[src/rtl/rom_hdr_pkg.sv]
// rtl/rom_hdr_pkg.sv - shared types, field offsets and scoring helpers for the ROM header scanner
package rom_hdr_pkg;

    typedef enum logic [7:0] {
        MAP_LO   = 8'd0,
        MAP_HI   = 8'd1,
        MAP_EXHI = 8'd5
    } map_e;

    typedef enum logic [2:0] {
        S_IDLE,
        S_CAPTURE,
        S_SCORE0,
        S_SCORE1,
        S_SCORE2,
        S_DECIDE
    } state_e;

    localparam logic [23:0] OFS_MAP  = 24'h000014;
    localparam logic [23:0] OFS_TYPE = 24'h000016;
    localparam logic [23:0] OFS_RAM  = 24'h000018;
    localparam logic [23:0] OFS_CHKC = 24'h00001C;
    localparam logic [23:0] OFS_CHK  = 24'h00001E;
    localparam logic [23:0] OFS_VEC  = 24'h00003C;

    localparam logic [3:0] W_CHK  = 4'd4;
    localparam logic [3:0] W_MAP  = 4'd2;
    localparam logic [3:0] W_SIZE = 4'd1;
    localparam logic [3:0] W_VEC  = 4'd1;

    typedef struct packed {
        logic [7:0]  map_mode;
        logic [7:0]  cart_type;
        logic [3:0]  rom_size;
        logic [3:0]  ram_size;
        logic [7:0]  region;
        logic [15:0] chk_comp;
        logic [15:0] chk;
        logic [15:0] vector;
    } hdr_fields_t;

    function automatic logic [3:0] sat_add(input logic [3:0] a, input logic [3:0] b);
        logic [4:0] s;
        s = {1'b0, a} + {1'b0, b};
        return s[4] ? 4'hF : s[3:0];
    endfunction

    // map_idx: 0 LoROM, 1 HiROM, 2 ExHiROM
    function automatic logic [3:0] score_hdr(input hdr_fields_t h, input logic [1:0] map_idx);
        logic [3:0] s;
        logic       map_ok;
        s = 4'd0;
        case (map_idx)
            2'd0:    map_ok = ~h.map_mode[0];
            2'd1:    map_ok = h.map_mode[0];
            default: map_ok = (h.map_mode[3:0] == 4'h5);
        endcase
        if ((h.chk ^ h.chk_comp) == 16'hFFFF) s = sat_add(s, W_CHK);
        if (map_ok) s = sat_add(s, W_MAP);
        if (h.rom_size >= 4'd8 && h.rom_size <= 4'd13) s = sat_add(s, W_SIZE);
        if (h.vector >= 16'h8000) s = sat_add(s, W_VEC);
        return s;
    endfunction

endpackage

[src/rtl/rom_header_scan_if.sv]
// rtl/rom_header_scan_if.sv - HPS ioctl download word-write bus
interface rom_header_scan_if;
    logic        ioctl_download;
    logic        ioctl_wr;
    logic [24:0] ioctl_addr;
    logic [15:0] ioctl_dout;

    modport master (output ioctl_download, output ioctl_wr, output ioctl_addr, output ioctl_dout);
    modport slave  (input  ioctl_download, input  ioctl_wr, input  ioctl_addr, input  ioctl_dout);
endinterface

[src/rtl/rom_hdr_capture.sv]
// rtl/rom_hdr_capture.sv - latches the header fields of one candidate base from the download stream
module rom_hdr_capture
    import rom_hdr_pkg::*;
#(
    parameter logic [23:0] BASE = 24'h007FC0
) (
    input  logic        clk_i,
    input  logic        clear_i,
    input  logic        wr_i,
    input  logic [24:0] addr_i,
    input  logic [15:0] dout_i,
    output hdr_fields_t fields_o
);

    hdr_fields_t f_q;
    logic [23:0] ofs;

    // Addresses below BASE wrap to large values and never hit a field offset.
    assign ofs = addr_i[23:0] - BASE;

    always_ff @(posedge clk_i) begin
        if (clear_i) begin
            f_q <= '0;
        end else if (wr_i && !addr_i[24]) begin
            case (ofs)
                OFS_MAP:  f_q.map_mode <= dout_i[15:8];
                OFS_TYPE: begin
                    f_q.cart_type <= dout_i[7:0];
                    f_q.rom_size  <= dout_i[11:8];
                end
                OFS_RAM:  begin
                    f_q.ram_size <= dout_i[3:0];
                    f_q.region   <= dout_i[15:8];
                end
                OFS_CHKC: f_q.chk_comp <= dout_i;
                OFS_CHK:  f_q.chk      <= dout_i;
                OFS_VEC:  f_q.vector   <= dout_i;
                default:  ;
            endcase
        end
    end

    assign fields_o = f_q;

endmodule

[src/rtl/rom_header_scan.sv]
// rtl/rom_header_scan.sv - snoops the ROM download, scores header candidates and selects the cart mapping
module rom_header_scan
    import rom_hdr_pkg::*;
#(
    parameter logic [23:0] LOROM_OFS    = 24'h007FC0,
    parameter logic [23:0] HIROM_OFS    = 24'h00FFC0,
    parameter logic [23:0] EXHI_OFS     = 24'h40FFC0,
    parameter logic [23:0] COPIER_OFS   = 24'h000200,
    parameter logic [3:0]  RAM_SIZE_MAX = 4'h7
) (
    input  logic                     clk_sys,
    input  logic                     reset,
    rom_header_scan_if.slave         ioctl,
    input  logic [2:0]               force_type,
    output logic [7:0]               rom_type,
    output logic [23:0]              rom_mask,
    output logic [23:0]              ram_mask,
    output logic                     rom_region,
    output logic                     busy,
    output logic                     done
);

    state_e      state_q;
    logic        dl_q;
    logic [24:0] max_addr_q;
    logic        headered_q;
    logic [3:0]  lo_score_q, hi_score_q, ex_score_q;
    map_e        rom_type_q;
    logic [23:0] rom_mask_q, ram_mask_q;
    logic        rom_region_q, busy_q, done_q;

    logic        dl_rise, wr_en, cap_clear, headered_d;
    hdr_fields_t cand [6];

    assign dl_rise   = ioctl.ioctl_download && !dl_q;
    assign wr_en     = (state_q == S_CAPTURE) && ioctl.ioctl_download && ioctl.ioctl_wr;
    assign cap_clear = reset || dl_rise;

    // Candidate index = {map, copier}: 0/1 Lo, 2/3 Hi, 4/5 ExHi.
    for (genvar g = 0; g < 6; g++) begin : g_cap
        localparam logic [23:0] MAP_BASE  = (g / 2 == 0) ? LOROM_OFS :
                                            (g / 2 == 1) ? HIROM_OFS : EXHI_OFS;
        localparam logic [23:0] CAND_BASE = MAP_BASE + ((g % 2 == 1) ? COPIER_OFS : 24'h0);
        rom_hdr_capture #(.BASE(CAND_BASE)) u_cap (
            .clk_i    (clk_sys),
            .clear_i  (cap_clear),
            .wr_i     (wr_en),
            .addr_i   (ioctl.ioctl_addr),
            .dout_i   (ioctl.ioctl_dout),
            .fields_o (cand[g])
        );
    end

    assign headered_d = (((max_addr_q + 25'd2) & 25'h0003FF) == 25'h000200) && (force_type != 3'd1);

    logic [1:0]  score_map;
    hdr_fields_t score_f;
    logic [3:0]  score_d;

    always_comb begin
        score_map = 2'd0;
        case (state_q)
            S_SCORE1: score_map = 2'd1;
            S_SCORE2: score_map = 2'd2;
            default:  score_map = 2'd0;
        endcase
        score_f = cand[{score_map, headered_q}];
        score_d = score_hdr(score_f, score_map);
        // An ExHiROM header cannot be genuine in a file smaller than 4 MB.
        if (score_map == 2'd2 && max_addr_q < 25'h0400000) score_d = 4'd0;
    end

    logic [1:0]  pick;
    hdr_fields_t pick_f;
    map_e        rom_type_d;
    logic [3:0]  rom_code, ram_code;
    logic [4:0]  rom_sh, ram_sh;
    logic [23:0] rom_mask_d, ram_mask_d;
    logic        rom_region_d;

    always_comb begin
        pick = 2'd0;
        case (force_type)
            3'd2: pick = 2'd0;
            3'd3: pick = 2'd1;
            3'd4: pick = 2'd2;
            default: begin
                if (lo_score_q >= hi_score_q && lo_score_q >= ex_score_q) pick = 2'd0;
                else if (hi_score_q >= ex_score_q)                         pick = 2'd1;
                else                                                       pick = 2'd2;
            end
        endcase
        case (pick)
            2'd0:    rom_type_d = MAP_LO;
            2'd1:    rom_type_d = MAP_HI;
            default: rom_type_d = MAP_EXHI;
        endcase
        pick_f       = cand[{pick, headered_q}];
        rom_code     = (pick_f.rom_size >= 4'd8 && pick_f.rom_size <= 4'd13) ? pick_f.rom_size : 4'd12;
        ram_code     = (pick_f.ram_size > RAM_SIZE_MAX) ? RAM_SIZE_MAX : pick_f.ram_size;
        rom_sh       = 5'd10 + {1'b0, rom_code};
        ram_sh       = 5'd10 + {1'b0, ram_code};
        rom_mask_d   = (24'd1 << rom_sh) - 24'd1;
        ram_mask_d   = (pick_f.ram_size == 4'd0) ? 24'd0 : ((24'd1 << ram_sh) - 24'd1);
        rom_region_d = (pick_f.region >= 8'd2) && (pick_f.region <= 8'd12);
    end

    always_ff @(posedge clk_sys) begin
        if (reset) begin
            state_q      <= S_IDLE;
            dl_q         <= 1'b0;
            max_addr_q   <= '0;
            headered_q   <= 1'b0;
            lo_score_q   <= '0;
            hi_score_q   <= '0;
            ex_score_q   <= '0;
            rom_type_q   <= MAP_LO;
            rom_mask_q   <= 24'h3FFFFF;
            ram_mask_q   <= '0;
            rom_region_q <= 1'b0;
            busy_q       <= 1'b0;
            done_q       <= 1'b0;
        end else begin
            dl_q   <= ioctl.ioctl_download;
            done_q <= 1'b0;
            // A new download always restarts capture, abandoning any scoring in flight.
            if (dl_rise) begin
                state_q    <= S_CAPTURE;
                max_addr_q <= '0;
                busy_q     <= 1'b1;
            end else begin
                case (state_q)
                    S_IDLE: ;
                    S_CAPTURE: begin
                        if (!ioctl.ioctl_download) begin
                            headered_q <= headered_d;
                            state_q    <= S_SCORE0;
                        end else if (ioctl.ioctl_wr) begin
                            max_addr_q <= ioctl.ioctl_addr;
                        end
                    end
                    S_SCORE0: begin
                        lo_score_q <= score_d;
                        state_q    <= S_SCORE1;
                    end
                    S_SCORE1: begin
                        hi_score_q <= score_d;
                        state_q    <= S_SCORE2;
                    end
                    S_SCORE2: begin
                        ex_score_q <= score_d;
                        state_q    <= S_DECIDE;
                    end
                    S_DECIDE: begin
                        rom_type_q   <= rom_type_d;
                        rom_mask_q   <= rom_mask_d;
                        ram_mask_q   <= ram_mask_d;
                        rom_region_q <= rom_region_d;
                        done_q       <= 1'b1;
                        busy_q       <= 1'b0;
                        state_q      <= S_IDLE;
                    end
                    default: state_q <= S_IDLE;
                endcase
            end
        end
    end

    assign rom_type   = rom_type_q;
    assign rom_mask   = rom_mask_q;
    assign ram_mask   = ram_mask_q;
    assign rom_region = rom_region_q;
    assign busy       = busy_q;
    assign done       = done_q;

endmodule

[src/flat_wrapper.sv]
// flat-port wrapper written by rule: the top's interface ports become plain ports
module rom_header_scan_flat import rom_hdr_pkg::*;
#(
    parameter logic [23:0] LOROM_OFS    = 24'h007FC0,
    parameter logic [23:0] HIROM_OFS    = 24'h00FFC0,
    parameter logic [23:0] EXHI_OFS     = 24'h40FFC0,
    parameter logic [23:0] COPIER_OFS   = 24'h000200,
    parameter logic [3:0]  RAM_SIZE_MAX = 4'h7
)
  (clk_sys, reset, force_type, rom_type, rom_mask, ram_mask, rom_region, busy, done, ioctl_ioctl_download, ioctl_ioctl_wr, ioctl_ioctl_addr, ioctl_ioctl_dout);
  rom_header_scan_if ioctl_i ();
  input  logic clk_sys;
  input  logic reset;
  input  logic [2:0] force_type;
  output logic [7:0] rom_type;
  output logic [23:0] rom_mask;
  output logic [23:0] ram_mask;
  output logic rom_region;
  output logic busy;
  output logic done;
  input wire logic [$bits(ioctl_i.ioctl_download)-1:0] ioctl_ioctl_download;
  input wire logic [$bits(ioctl_i.ioctl_wr)-1:0] ioctl_ioctl_wr;
  input wire logic [$bits(ioctl_i.ioctl_addr)-1:0] ioctl_ioctl_addr;
  input wire logic [$bits(ioctl_i.ioctl_dout)-1:0] ioctl_ioctl_dout;
  assign ioctl_i.ioctl_download = ioctl_ioctl_download;
  assign ioctl_i.ioctl_wr = ioctl_ioctl_wr;
  assign ioctl_i.ioctl_addr = ioctl_ioctl_addr;
  assign ioctl_i.ioctl_dout = ioctl_ioctl_dout;
  rom_header_scan #(.LOROM_OFS(LOROM_OFS), .HIROM_OFS(HIROM_OFS), .EXHI_OFS(EXHI_OFS), .COPIER_OFS(COPIER_OFS), .RAM_SIZE_MAX(RAM_SIZE_MAX)) u_core (.clk_sys(clk_sys), .reset(reset), .ioctl(ioctl_i), .force_type(force_type), .rom_type(rom_type), .rom_mask(rom_mask), .ram_mask(ram_mask), .rom_region(rom_region), .busy(busy), .done(done));
endmodule
[config.mk]
export PLATFORM = sky130hd
export DESIGN_NAME = rom_header_scan_flat
export DESIGN_NICKNAME = d
export VERILOG_FILES = /design/src/rtl/rom_hdr_pkg.sv /design/src/rtl/rom_header_scan_if.sv /design/src/rtl/rom_hdr_capture.sv /design/src/rtl/rom_header_scan.sv /design/src/flat_wrapper.sv
export SDC_FILE = /design/constraint.sdc
export NUM_CORES = 1
export LEC_CHECK = 0
export CORE_MARGIN = 1.5
export CORE_UTILIZATION = 40
export CTS_BUF_LIST = sky130_fd_sc_hd__clkbuf_8
export DETAILED_ROUTE_END_ITERATION = 12
export DONT_BUFFER_PORTS = 1
export HOLD_SLACK_MARGIN = 0.08
export PLACE_DENSITY = 0.59
export SETUP_SLACK_MARGIN = 0.15
export SYNTH_ARGS = -nofsm -noshare
export SYNTH_HDL_FRONTEND = slang
export SYNTH_SLANG_ARGS = --single-unit
[constraint.sdc]
create_clock -name clk_sys -period 5.67 [get_ports clk_sys]
set_clock_uncertainty 0.1 [all_clocks]
set_input_delay 1.134 -clock clk_sys [delete_from_list [all_inputs] [get_ports clk_sys]]
set_output_delay 1.134 -clock clk_sys [all_outputs]
set_load 0.02 [all_outputs]
## After elaboration in Yosys (flattened, before gate mapping)

Index checks and enable logic that the tools add are counted.

| storage, ports and cells | value |
|---|---|
| bits in registers | 581 |
| bits in latches | 0 |
| bits in writable memories | 0 |
| memory bits (read-only) | 0 |
| input port bits | 48 |
| output and inout port bits | 59 |
| word-level logic and storage cells | 245 |
| memories kept | 0 |

| cells by class | value |
|---|---|
| add/subtract/negate cells | 14 |
| multiply operators | 0 |
| divide/modulo/power cells | 0 |
| $lt $le $gt $ge | 14 |
| equality and inequality tests | 54 |
| shift-type cells | 2 |
| muxes and demuxes | 29 |
| bitwise logic cells | 7 |
| reduce and logical (&&, ||, !) cells | 63 |

Operators by type and width:

| cell | number |
|---|---|
| $eq A24 B5 Y1 const B | 30 |
| $bmux W80 S3 | 2 |
| $mux W76 | 2 |
| $eq A24 B6 Y1 const B | 6 |
| $mux W64 | 2 |
| $reduce_and A2 Y1 | 42 |
| $shl A1 B5 Y24 const A | 2 |
| $sub A24 B1 Y24 const B | 2 |
| $sub A24 B16 Y24 const B | 2 |
| $sub A24 B23 Y24 const B | 2 |
| $mux W4 | 9 |
| $lt A25 B23 Y1 const B | 1 |
| $mux W24 | 1 |
| $sub A24 B15 Y24 const B | 1 |
| $sub A24 B17 Y24 const B | 1 |
| $eq A16 B16 Y1 const B | 1 |
| $ge A16 B16 Y1 const B | 1 |
| $ge A4 B4 Y1 const B | 4 |
| $xor A16 B16 Y16 | 1 |
| $pmux W3 S5 | 1 |
| $eq A3 B2 Y1 const B | 4 |
| $ge A4 B4 Y1 | 3 |
| $add A10 B2 Y10 const B | 1 |
| $add A4 B1 Y5 const B | 2 |
| other kinds (34) | 60 |

## Logic depth before layout (Yosys ltp)

| logic depth | value |
|---|---|
| depth in word-level cells | 19 |
| depth in mapped cells | 26 |
| mapped depth without buffers | 23 |

## By module

Synthesis repeated with hierarchy kept, for this count alone.

| unflattened totals | value |
|---|---|
| cells, all modules | 2732 |
| area, all modules | 27292.4 µm² |

Modules (own cells, without submodules):

| module | times used | cells an instance | area an instance (µm²) | seq. area each (µm²) |
|---|---|---|---|---|
| rom_header_scan | 1 | 972 | 7328.3 | 1661.6 |
| rom_hdr_capture (u_core.g_cap[2].u_cap) | 1 | 296 | 3403.3 | 1601.5 |
| rom_hdr_capture (u_core.g_cap[3].u_cap) | 1 | 291 | 3369.5 | 1601.5 |
| rom_hdr_capture (u_core.g_cap[1].u_cap) | 1 | 293 | 3335.7 | 1601.5 |
| rom_hdr_capture (u_core.g_cap[0].u_cap) | 1 | 294 | 3304.4 | 1601.5 |
| rom_hdr_capture (u_core.g_cap[4].u_cap) | 1 | 294 | 3286.9 | 1601.5 |
| rom_hdr_capture (u_core.g_cap[5].u_cap) | 1 | 292 | 3264.4 | 1601.5 |

## Least setup slack after synthesis

No wires, ideal clock.

| timing | value |
|---|---|
| kind | input -> register |
| start | input port force_type[0] |
| end | register u_core.ram_mask_q[20], in the netlist u_core.ram_mask[20] |
| setup time | 74 ps |
| arrival | 4886 ps |
| data required time | 5496 ps |
| setup slack | 610 ps |
| stages | 20 |
| buffers on the path | 2 |
| cells stage by stage | nand2b_1 or2_2 o31a_1 and2_0 clkbuf_1 mux4_2 a21bo_2 or2_2 ha_1 inv_1 ha_1 clkbuf_1 nor2b_1 and2_1 o21ai_0 ha_1 inv_1 or3_1 a2111o_1 a31oi_1 |

| between the ends | value |
|---|---|
| longest elaborated chain between the ends | 12 |
| elaborated cells between the ends (all ways) | 15 |
| classes of those cells | add/sub (2); order compare (1); eq/ne (3); shift (1); mux (6); bitwise (1); reduce/logical (1) |

RTL lines:

| item | line | text |
|---|---|---|
| start: declaration | flat_wrapper.sv:14 | `input logic [2:0] force_type;` |
| $eq A3 B3 Y1 or $eq A3 B2 Y1 (tied branches) | rom_header_scan.sv:83 | `case (force_type)` |
| $pmux W2 S3 * | rom_header_scan.sv:83 |  |
| $not A3 Y4 (implied by the code) * | rom_header_scan.sv:98 | `pick_f = cand[{pick, headered_q}];` |
| $bmux W80 S3 * | rom_header_scan.sv:98 |  |
| $mux W64 (implied by the code) * (2 in a row) | rom_header_scan.sv:98 |  |
| $gt A4 B3 Y1 | rom_header_scan.sv:100 | `ram_code = (pick_f.ram_size > RAM_SIZE_MAX) ? RAM_SIZE_MAX : pick_f.ram_size;` |
| $mux W4 | rom_header_scan.sv:100 |  |
| $add A4 B4 Y5 | rom_header_scan.sv:102 | `ram_sh = 5'd10 + {1'b0, ram_code};` |
| $shl A1 B5 Y24 | rom_header_scan.sv:104 | `ram_mask_d = (pick_f.ram_size == 4'd0) ? 24'd0 : ((24'd1 << ram_sh) - 24'd1);` |
| $sub A24 B1 Y24 | rom_header_scan.sv:104 |  |
| $mux W24 * | rom_header_scan.sv:104 |  |
| end signal: assignment | rom_header_scan.sv:157 | `ram_mask_q <= ram_mask_d;` |
| end: declaration | rom_header_scan.sv:29 | `logic [23:0] rom_mask_q, ram_mask_q;` |

Every way passes the cells marked *; elsewhere a longest branch is shown, timed or not. The select of a mux whose other input is x is not followed.
A chain may end at the register's enable or synchronous reset.

## Final worst setup path

| timing | value |
|---|---|
| start | register u_core.hi_score_q[0] |
| end | register u_core.ram_mask_q[8], in the netlist u_core.ram_mask[8] |

| between the ends | value |
|---|---|
| longest elaborated chain between the ends | 14 |
| elaborated cells between the ends (all ways) | 17 |
| classes of those cells | add/sub (2); order compare (3); shift (1); mux (8); bitwise (1); reduce/logical (2) |

RTL lines:

| item | line | text |
|---|---|---|
| start: declaration | rom_header_scan.sv:27 | `logic [3:0] lo_score_q, hi_score_q, ex_score_q;` |
| start signal: assignment | rom_header_scan.sv:147 | `hi_score_q <= score_d;` |
| $ge A4 B4 Y1, on equally long branches | rom_header_scan.sv:89, rom_header_scan.sv:88 |  |
| $mux W2 or $logic_and A1 B1 Y1 (tied branches) | rom_header_scan.sv:89, rom_header_scan.sv:88 |  |
| $mux W2 * | rom_header_scan.sv:88 | `if (lo_score_q >= hi_score_q && lo_score_q >= ex_score_q) pick = 2'd0;` |
| $pmux W2 S3 * | rom_header_scan.sv:83 |  |
| $not A3 Y4 (implied by the code) * | rom_header_scan.sv:98 |  |
| $bmux W80 S3 * | rom_header_scan.sv:98 |  |
| $mux W64 (implied by the code) * (2 in a row) | rom_header_scan.sv:98 |  |
| $gt A4 B3 Y1 | rom_header_scan.sv:100 |  |
| $mux W4 | rom_header_scan.sv:100 |  |
| $add A4 B4 Y5 | rom_header_scan.sv:102 |  |
| $shl A1 B5 Y24 | rom_header_scan.sv:104 |  |
| $sub A24 B1 Y24 | rom_header_scan.sv:104 |  |
| $mux W24 * | rom_header_scan.sv:104 |  |

Marked as above.

==> qor.csv <==
stage,metric,value,unit
pwr,Switching Share,0.236,
critical_path,worst-path fanout max,11,
cells_and_area,n_diodes,0,
cells_and_area,multi-input logic area,0.00926,mm^2
critical_path,Crit Reg-Reg Endpoint,u_core.ram_mask[8],
critical_path,arrival time of the worst setup path,5660,ps
critical_path,crit-path cells,inv_1 > ha_1 > nand2b_1 > a2111oi_2 > nor2_1 > o31a_1 > and2_0 > mux4_2 > a21bo_2 > or2_2 > ha_1 > buf_4 > nor2b_2 > and2_1 > o21ai_0 > ha_1 > inv_1 > nand2_1 > o32a_1 > o221ai_1 > a22o_1,
hold_path,hold worst-path end,u_core.g_cap[4].u_cap.fields_o[54],
cells_and_area,cell area after layout,0.0196,mm^2
placed_design,Post-Place Cell Area,0.0181,mm^2
synth,Mapped Area,0.0178,mm^2
pwr,sequential power share,0.487,
drt,detailed-route via count,14000,
pwr,VDD IR max,0.173,mV
timing,Tcrit/Tclk final,0.916,
synth,"Seq/Total Area, Yosys",0.436,
critical_path,Startpoint Class,flip-flop,
synth,"FF+latch count, synth",389,
timing,fin crit period,5190,ps
die,Die H,214,um
cells_and_area,nets,2032,
drt,DRC,0,
die,Starting Density,0.405,
clocking,TritonCTS buffer count,69,
critical_path,"most used cell, CP",ha_1,
timing,"Hold Violations, Final",0,
timing,RSZ-0062 raised after global routing,no,
placed_design,GPL Wtd Cong,0.860,
die,site row count,77,
die,DIE AREA,0.0459,mm^2
critical_path,RR Startpoint,u_core.hi_score_q[0],
critical_path,"Slowest-stage cell, CP",a2111oi_2,
global_route,total track usage,0.205,
critical_path,Worst Reg2Reg Path Length in Cells,21,
cells_and_area,Reg area,0.00779,mm^2
drt,drt pass-1 iters,5,
timing,max-slew violations,0,
drt,initial DRC count,1008,
pwr,internal power,4.30,mW
critical_path,critical path's largest stage delay,430,ps
pwr,Clock power frac,0.473,
timing,hold_ws,346,ps
global_route,GR Overflow Total,0,
synth,Synth Flop Type,dfxtp_1,
clocking,maximum root-to-sink buffer count,3,
clocking,later-pin clock latency in the skew report,620,ps
synth,Cells after Synth,2040,
clocking,H-Tree Depth,3,
pwr,P per Cell Area,288,mW/mm^2
die,core region area,0.0441,mm^2
placed_design,PortBufs,0,
synth,post-synth top area share,0.436,
synth,"area leader, netlist",dfxtp_1,
drt,vias per cell,5.36,
synth,Post-synth EDFFs,0,
synth,Synth cell types,86,
drt,Wirelength per Cell,18.2,um
clocking,CTS Sinks,389,
critical_path,WP buf/inv,3,
hold_path,hold_sp,u_core.g_cap[4].u_cap.fields_o[54],
die,die extent in x,214,um
critical_path,kind of end point of the critical path,flip-flop,
critical_path,Worst EP required,6130,ps
timing,max frequency,193,MHz
drt,final WL,47400,um
global_route,antenna violations before repair,0,
clocking,cts repair resizes,0,
global_route,largest net degree at the start of global routing,145,
die,IO Count,107,
global_route,vias in the first global route,13500,
cells_and_area,most frequent cells in the layout,"dfxtp_1 (388), nand2_1 (305), nor2_1 (296)",
drt,Detail Route Antenna Nets,0,
synth,Syn. warnings,0,
pwr,Net Sw Power,1.33,mW
timing,Max-slew headroom,0.257,
clocking,TritonCTS clock tree,done,
placed_design,DP HPWL,29700,um
timing,Slew @ Worst Pin,1120,ps
synth,Synth async-reset ratio,0,
hold_path,worst hold path class,reg2reg,
placed_design,worst slack at placement,369,ps
clocking,root buffer cell,clkbuf_8,
critical_path,Setup CP Type,reg2reg,
clocking,hold buffers post-CTS,0,
cells_and_area,share of post-route cells with drive strength above 1,0.112,
hold_path,Hold Crit Depth,2,
pwr,leak pwr,6.69,nW
cells_and_area,Final Util,0.444,
pwr,logic gate share of total power,0.041,
critical_path,"delay-heaviest family, CP",compound AO/OA/AOI/OAI gates,
synth,top area cells in the synthesized netlist,"dfxtp_1 (44%), mux2i_1 (13%), nand2_1 (6.4%), nor2_1 (6.3%), a21oi_1 (4.9%)",
timing,Total Negative Setup Slacks,0,ps
job,MaxCap Viol Count,0,
run_status,run status,"finished, final reports clean",
clocking,Post-CTS Setup Bufs,0,
cells_and_area,"leading cell type in the layout, fill and taps excluded",dfxtp_1,
global_route,global-route wire length before repair,75200,um
synth,syn avg cell area,8.75,um^2
timing,# setup viols final,0,
cells_and_area,fillers,4373,
clocking,clock slew at reported path FFs,60,ps
timing,setup slack after layout,478,ps
cells_and_area,Layout area overhead,9.64,%
critical_path,reg2reg setup slack,480,ps
logic make-up (layout without fill, tap and decap cells):
logic type | Yosys count | count (layout) | synth area share
xor+xnor | 48 | 48 | 0.0236
compound gates | 318 | 318 | 0.112
other cells | 2 | 9 | 0.000421
buf+inv | 207 | 172 | 0.0500
simple gates | 791 | 791 | 0.195
fa+ha+maj | 19 | 19 | 0.0133
flops | 389 | 389 | 0.436
mux | 266 | 266 | 0.170
cell type report:
cell class | instances | area share
clock buffer | 92 | 0.0647
sequential | 389 | 0.398
inverter | 25 | 0.00480
timing repair buffer | 29 | 0.0137
clock inverter | 26 | 0.00793
tap | 592 | 0.0378
multi-input combinational | 1451 | 0.473
worst max-delay path by stage:
| stage | from | to | slack (ps) | depth (start not counted) |
|---|---|---|---|---|
| after floorplan | force_type[0] | u_core.ram_mask[20] | 610 | 20 |
| after global placement | u_core.lo_score_q[0] | u_core.ram_mask[8] | 490 | 21 |
| after CTS | u_core.lo_score_q[0] | u_core.ram_mask[8] | 340 | 21 |
| after detailed placement | u_core.lo_score_q[0] | u_core.ram_mask[8] | 370 | 21 |
| after global routing | u_core.lo_score_q[0] | u_core.ram_mask[8] | 190 | 21 |
| final | u_core.hi_score_q[0] | u_core.ram_mask[8] | 480 | 21 |
sequential cells by signal (all words and copies together) (netlist names):
| register | count |
|---|---|
| u_core.busy | 1 |
| u_core.dl_q | 1 |
| u_core.done | 1 |
| u_core.ex_score_q | 4 |
| u_core.g_cap.u_cap.fields_o | 306 |
| u_core.headered_q | 1 |
| u_core.hi_score_q | 4 |
| u_core.lo_score_q | 4 |
| u_core.max_addr_q | 13 |
| u_core.ram_mask | 24 |
| u_core.rom_mask | 24 |
| u_core.rom_region | 1 |
| u_core.rom_type | 2 |
| u_core.state_q | 3 |
power groups by stage:
stage	clock [mW]	combinational [mW]	sequential, mW
6_report	2.66	0.230	2.74
5_1_grt	2.87	0.251	2.74
4_1_cts	2.74	0.225	2.74
3_5_place_dp	0	0.225	2.80
3_3_place_gp	0	0.220	2.80
2_1_floorplan	0	0.211	2.80
per-stage QoR:
step,cells,power [mW]
3_3_place_gp,2486,3.02
5_1_grt,2604,5.86
6_report,2604,5.63
2_1_floorplan,2047,3.01
4_1_cts,2604,5.70
3_5_place_dp,2486,3.02
worst min-delay path, delay by kind of cell (launching register included):
kind,cells,cell delay (ps)
and+or+nand+nor,1,50
AOI/OAI and AO/OA,1,50
DFF,1,300
layer usage:
metal	global-route usage	wire length [um]	part of all wire
met1	0.254	21000	0.44
met5	0	0	0
met3	0.0443	2260	0.048
met2	0.351	22900	0.48
met4	0.0718	1240	0.026
cells in the mapped netlist, types with 3 or more instances:
| library cell | instances |
|---|---|
| a22o_1 | 11 |
| mux4_2 | 29 |
| buf_2 | 29 |
| nand4_1 | 14 |
| ha_1 | 19 |
| nor4_1 | 8 |
| a21oi_1 | 173 |
| nand2_1 | 305 |
| nor2_1 | 301 |
| inv_1 | 23 |
| nand2b_1 | 20 |
| xor2_1 | 18 |
| nor2b_1 | 16 |
| or3_1 | 14 |
| o21ai_0 | 30 |
| or2_2 | 12 |
| a21o_1 | 11 |
| mux2i_1 | 235 |
| nor3_1 | 22 |
| clkbuf_1 | 128 |
| a211o_1 | 3 |
| and3_1 | 4 |
| nand3b_1 | 9 |
| a2111oi_2 | 5 |
| o21ai_1 | 15 |
| buf_1 | 6 |
| nor2_2 | 10 |
| o211ai_1 | 5 |
| nand3_1 | 23 |
| nor3b_1 | 3 |
| buf_4 | 17 |
| o22ai_1 | 5 |
| xnor2_1 | 30 |
| o21a_1 | 4 |
| or4_1 | 7 |
| a211oi_1 | 8 |
| nand4b_1 | 3 |
| dfxtp_1 | 389 |
| a31oi_1 | 11 |
Power figures use the tool's default switching activity.
